==> src/rtl/multicycle_control_unit.sv <==
// Multi-cycle control unit: FETCH/DECODE/EXECUTE/MEM/WB sequencer driving
// datapath strobes from the state register and a latched instruction register.
//
// Ports:
//   clk, reset (sync, active-high)
//   instr_valid/instr_ready : instruction-memory handshake, opcode/fn_code
//   zero                    : ALU zero flag (used in EXECUTE for beq)
//   mem_ready               : data-memory completion (used in MEM)
//   RegWrite, ALUtoReg, ALUSrc, MemRead, MemWrite, Branch_taken, PCWrite,
//   ALU_cntrl, illegal, busy : datapath controls / status
// Optional: define MCU_PERF_CNT_EN to add instret_cnt/cycle_cnt counters.

module multicycle_control_unit #(
  parameter int OPCODE_W   = 6,
  parameter int FUNCT_W    = 6,
  parameter int ALU_CTRL_W = 3
) (
  input  logic                  clk,
  input  logic                  reset,
  input  logic                  instr_valid,
  output logic                  instr_ready,
  input  logic [OPCODE_W-1:0]   opcode,
  input  logic [FUNCT_W-1:0]    fn_code,
  input  logic                  zero,
  input  logic                  mem_ready,
  output logic                  RegWrite,
  output logic                  ALUtoReg,
  output logic                  ALUSrc,
  output logic                  MemRead,
  output logic                  MemWrite,
  output logic                  Branch_taken,
  output logic                  PCWrite,
  output logic [ALU_CTRL_W-1:0] ALU_cntrl,
  output logic                  illegal,
  output logic                  busy
`ifdef MCU_PERF_CNT_EN
  ,
  output logic [31:0]           instret_cnt,
  output logic [31:0]           cycle_cnt
`endif
);

  typedef enum logic [2:0] {
    S_FETCH   = 3'd0,
    S_DECODE  = 3'd1,
    S_EXECUTE = 3'd2,
    S_MEM     = 3'd3,
    S_WB      = 3'd4
  } state_e;

  localparam logic [OPCODE_W-1:0] OP_R    = OPCODE_W'('h00);
  localparam logic [OPCODE_W-1:0] OP_ADDI = OPCODE_W'('h08);
  localparam logic [OPCODE_W-1:0] OP_LW   = OPCODE_W'('h23);
  localparam logic [OPCODE_W-1:0] OP_SW   = OPCODE_W'('h2B);
  localparam logic [OPCODE_W-1:0] OP_BEQ  = OPCODE_W'('h04);

  localparam logic [FUNCT_W-1:0] FN_ADD = FUNCT_W'('h20);
  localparam logic [FUNCT_W-1:0] FN_SUB = FUNCT_W'('h22);
  localparam logic [FUNCT_W-1:0] FN_AND = FUNCT_W'('h24);
  localparam logic [FUNCT_W-1:0] FN_OR  = FUNCT_W'('h25);
  localparam logic [FUNCT_W-1:0] FN_SLT = FUNCT_W'('h2A);

  localparam logic [2:0] ALU_ADD = 3'b010;
  localparam logic [2:0] ALU_SUB = 3'b110;
  localparam logic [2:0] ALU_AND = 3'b000;
  localparam logic [2:0] ALU_OR  = 3'b001;
  localparam logic [2:0] ALU_SLT = 3'b111;

  state_e              state_q, state_d;
  logic [OPCODE_W-1:0] opc_q, opc_d;
  logic [FUNCT_W-1:0]  fn_q, fn_d;

  logic       is_r, is_addi, is_lw, is_sw, is_beq;
  logic       r_ok, legal, is_imm;
  logic [2:0] r_alu, alu_ex, alu3;

  // Instruction classification, purely from the latched IR
  always_comb begin
    is_r    = (opc_q == OP_R);
    is_addi = (opc_q == OP_ADDI);
    is_lw   = (opc_q == OP_LW);
    is_sw   = (opc_q == OP_SW);
    is_beq  = (opc_q == OP_BEQ);
    r_ok    = 1'b1;
    r_alu   = ALU_ADD;
    case (fn_q)
      FN_ADD:  r_alu = ALU_ADD;
      FN_SUB:  r_alu = ALU_SUB;
      FN_AND:  r_alu = ALU_AND;
      FN_OR:   r_alu = ALU_OR;
      FN_SLT:  r_alu = ALU_SLT;
      default: r_ok  = 1'b0;
    endcase
    legal  = (is_r && r_ok) || is_addi || is_lw
             || is_sw || is_beq;
    is_imm = is_addi || is_lw || is_sw;
    unique case (1'b1)
      is_beq:  alu_ex = ALU_SUB;
      is_r:    alu_ex = r_alu;
      default: alu_ex = ALU_ADD;
    endcase
  end

  // Next state and IR load
  always_comb begin
    state_d = state_q;
    opc_d   = opc_q;
    fn_d    = fn_q;
    case (state_q)
      S_FETCH: begin
        if (instr_valid) begin
          opc_d   = opcode;
          fn_d    = fn_code;
          state_d = S_DECODE;
        end
      end
      S_DECODE: begin
        state_d = legal ? S_EXECUTE : S_FETCH;
      end
      S_EXECUTE: begin
        if (is_beq) begin
          state_d = S_FETCH;
        end else if (is_lw || is_sw) begin
          state_d = S_MEM;
        end else begin
          state_d = S_WB;
        end
      end
      S_MEM: begin
        if (mem_ready) begin
          state_d = is_sw ? S_FETCH : S_WB;
        end
      end
      S_WB: begin
        state_d = S_FETCH;
      end
      default: begin
        state_d = S_FETCH;
      end
    endcase
  end

  always_ff @(posedge clk) begin
    if (reset) begin
      state_q <= S_FETCH;
      opc_q   <= '0;
      fn_q    <= '0;
    end else begin
      state_q <= state_d;
      opc_q   <= opc_d;
      fn_q    <= fn_d;
    end
  end

  // Moore decode; reset forces everything low in the same cycle
  always_comb begin
    instr_ready  = 1'b0;
    RegWrite     = 1'b0;
    ALUtoReg     = 1'b0;
    ALUSrc       = 1'b0;
    MemRead      = 1'b0;
    MemWrite     = 1'b0;
    Branch_taken = 1'b0;
    PCWrite      = 1'b0;
    illegal      = 1'b0;
    busy         = 1'b0;
    alu3         = 3'b000;
    if (!reset) begin
      case (state_q)
        S_FETCH: begin
          instr_ready = 1'b1;
        end
        S_DECODE: begin
          busy = 1'b1;
          if (!legal) begin
            illegal = 1'b1;
            PCWrite = 1'b1;
          end
        end
        S_EXECUTE: begin
          busy   = 1'b1;
          alu3   = alu_ex;
          ALUSrc = is_imm;
          if (is_beq) begin
            Branch_taken = zero;
            PCWrite      = 1'b1;
          end
        end
        S_MEM: begin
          busy     = 1'b1;
          alu3     = ALU_ADD;
          ALUSrc   = 1'b1;
          MemRead  = is_lw;
          MemWrite = is_sw;
          PCWrite  = is_sw && mem_ready;
        end
        S_WB: begin
          busy     = 1'b1;
          RegWrite = 1'b1;
          PCWrite  = 1'b1;
          ALUtoReg = !is_lw;
        end
        default: begin
          busy = 1'b1;
        end
      endcase
    end
    ALU_cntrl      = '0;
    ALU_cntrl[2:0] = alu3;
  end

`ifdef MCU_PERF_CNT_EN
  logic [31:0] instret_q, instret_d;
  logic [31:0] cycle_q, cycle_d;

  // Illegal instructions only raise PCWrite in DECODE
  always_comb begin
    cycle_d   = cycle_q + 32'd1;
    instret_d = instret_q;
    if (PCWrite && (state_q != S_DECODE)) begin
      instret_d = instret_q + 32'd1;
    end
  end

  always_ff @(posedge clk) begin
    if (reset) begin
      instret_q <= '0;
      cycle_q   <= '0;
    end else begin
      instret_q <= instret_d;
      cycle_q   <= cycle_d;
    end
  end

  assign instret_cnt = instret_q;
  assign cycle_cnt   = cycle_q;
`endif

endmodule
==> config.mk <==
export PLATFORM = sky130hd
export DESIGN_NAME = multicycle_control_unit
export DESIGN_NICKNAME = d
export VERILOG_FILES = /design/src/rtl/multicycle_control_unit.sv
export SDC_FILE = /design/constraint.sdc
export NUM_CORES = 1
export LEC_CHECK = 0
export BUFFER_PORTS_ARGS = -buffer_cell sky130_fd_sc_hd__buf_2
export CAP_MARGIN = 20
export CORE_UTILIZATION = 43
export CTS_CLUSTER_SIZE = 25
export DETAILED_ROUTE_END_ITERATION = 16
export PLACE_DENSITY = 0.71
export SETUP_SLACK_MARGIN = 0.1
export SYNTH_ARGS = -nofsm -noshare
export SYNTH_HDL_FRONTEND = slang
export SYNTH_SLANG_ARGS = --single-unit
==> constraint.sdc <==
create_clock -name clk -period 1.9 [get_ports clk]
set_input_delay 0.095 -clock clk [delete_from_list [all_inputs] [get_ports clk]]
set_output_delay 0.095 -clock clk [all_outputs]
set_load 0.01 [all_outputs]
==> run metrics <==
status finished, final reports clean; Post-synth top cells nand2_1, dfxtp_1, a21oi_1; Max IR drop VDD 527 uV; Slew Limit Headroom 0.691; CTS H-tree depth 1; initial antenna violation count 0; RSZ-0062 raised after global routing true; synthesis-stage register bit count 15; reg2reg end state_q[1]; dominant synthesized flop cell dfxtp_1; critical hold path startpoint opcode[0]; Post-Synth Simple-Gate Area 0.411; multiplexer share of the synthesized area 0.0109; IO buf count 29; post-synthesis adder-cell area fraction 0; DPL Wire Length 1.52 mm; syn nets 138; CTS Hold Buffers Added 0; n_diodes 0; Worst Hold Path EP opc_q[0]; startpoint types flip-flop; fmax 0.556 GHz; chip width 48.2 um; Tcrit/Tclk final 0.946; RePlAce Congestion 0.824; most common cell in the netlist nand2_1; area of the die 2320 um2; fin nets 166; number of synthesized flops with an enable pin 0; placed cells 169; Hold Crit Depth 3; Clk Latency, worst-skew pair 0.29 ns; Synth Area in XOR/XNOR 0.00954; DR pass1 iterations 4; kind of critical path reg -> out; R2R cell count 5; Post-route DRC 0; synth-to-layout area growth 24.3%; vias in the first global route 715; compound-gate portion of the synthesized area 0.193; CTS root buf clkbuf_4; ranking of synthesized cells by area dfxtp_1, nand2_1, a21oi_1; worst slew pin tran 0.462 ns; clk buf depth 2; Critical Path RT 1.80 ns; Util after Layout 0.576; post-route ant nets 0; Initial Util 0.463; synthesized area 918 um2; initial DRC count 15; Post-Syn Area per Cell 7.59 um2; core area 1980 um2; register clock-pin slew on the reported worst setup and hold paths 0.09 ns; yosys warns 0; Syn Inst Count 121; share of flip-flops with an asynchronous set or reset 0; largest family of logic cells by synthesized area simple AND/OR/NAND/NOR gates; Final setup viols 0; first-pass GRT wire length 3.14 mm; Setup Skew 0.00250 ns; proportion of netlist area held by the largest area contributor 0.327; Routed WL per cell 12.6 um; Max FO, Critical Path 6; Yosys top cell by area dfxtp_1; largest net degree at the start of global routing 23; HP Class in -> reg; Leak 0.000476 uW; clk sinks 15; CP Capture Type output port; sequential-to-total area share from yosys stat 0.327; height of the die 48.2 um; routed vias/inst 5.46; synth unique cells 39; TritonCTS clock tree done; total track usage 0.197; critical path data arrival time 1.70 ns; number of vias in the routed layout 955; Post-Route Setup TNS 0 ns; flop2flop setup slack 0.40 ns; layout cells sized above 1 0.385; Design Power 687 uW; Post-Layout Cell Count 175; final hold vios 0; Max Cap Viol 0; Top Ports 30; global route overflow 0; drt total wl 2.21 mm; TritonCTS buffer count 3; # rows 16; PD cells 602 nW/um2; Final Critical Period 1.80 ns; Final Max Slew Viols 0; Reg2Reg Launch Point opc_q[5]
[stage by stage]
stage | area (um2) | worst slack, ns | hold slack, ns
after floorplan | 918 | 0.520 | 0.231
after global placement | 1060 | 0.359 | 0.335
after detailed placement | 1060 | 0.312 | 0.344
after CTS | 1120 | 0.0402 | 0.0200
after global routing | 1140 | 0.0368 | 0.0183
final | 1140 | 0.102 | 0.0216
[how the worst max path moves through the flow]
stage	from	to	slack, ns	cells past startpoint
floorplan	opc_q[4]	illegal	0.52	5
global placement	opc_q[4]	PCWrite	0.36	5
detailed placement	opc_q[4]	PCWrite	0.31	5
CTS	state_q[0]	PCWrite	0.04	5
global route	opc_q[5]	PCWrite	0.04	5
finish	opc_q[5]	PCWrite	0.10	5
[worst max-delay path: stages, from the launching register on]
cell     delay, ns
dfxtp_2       0.37
or4_1         0.54
o22ai_2       0.15
or3_4         0.16
a21oi_2       0.04
buf_2         0.15
[where the power goes]
group	internal [uW]	leakage, uW	switching (uW)	total (uW)
sequential	334	0.000127	32.4	366
clock	78.5	0.0000177	113	191
combinational	65.7	0.000331	63.4	129
[cell type report]
| cell class | count | area [um2] |
|---|---|---|
| tap | 27 | 33.8 |
| fill | 200 | 841 |
| timing repair buffer | 32 | 168 |
| clock buffer | 3 | 22.5 |
| clock inverter | 1 | 5.00 |
| sequential | 15 | 314 |
| multi-input combinational | 96 | 594 |
| inverter | 1 | 3.75 |
[flip-flops by register name, indices dropped and copies added, names as in the netlist]
name and count:
fn_q 6, opc_q 6, state_q 3
[cell usage in the layout, fill, tap and decap left out, types with 3 or more instances in the layout]
master,netlist,final
a21oi_1,12,12
buf_2,5,29
buf_4,0,3
clkbuf_4,0,3
dfxtp_1,15,6
dfxtp_2,0,8
nand2_1,27,27
nand2b_1,4,4
nor2_1,8,8
nor3_1,6,6
[timing repair]
| action | CTS | global route |
|---|---|---|
| setup endpoints to repair | 6 | 7 |
| resized for setup | 7 | 7 |
| pin swaps | 0 | 1 |
| buffers inserted | 1 | 1 |
| gates cloned | 0 | 0 |
[metal layers]
layer,vias up,track usage,part of all wire
met3,5,0.0333,0.039
met1,439,0.244,0.46
li1,485,-,-
met2,26,0.336,0.49
met4,0,0.0833,0.016
met5,-,0,0
[cells by family after synthesis]
kind of cell,after synthesis
AO/OA/AOI/OAI,26
AND/OR/NAND/NOR,68
flip-flops,15
multiplexers,1
buffers and inverters,10
XOR/XNOR,1
Power figures use the tool's default switching activity.
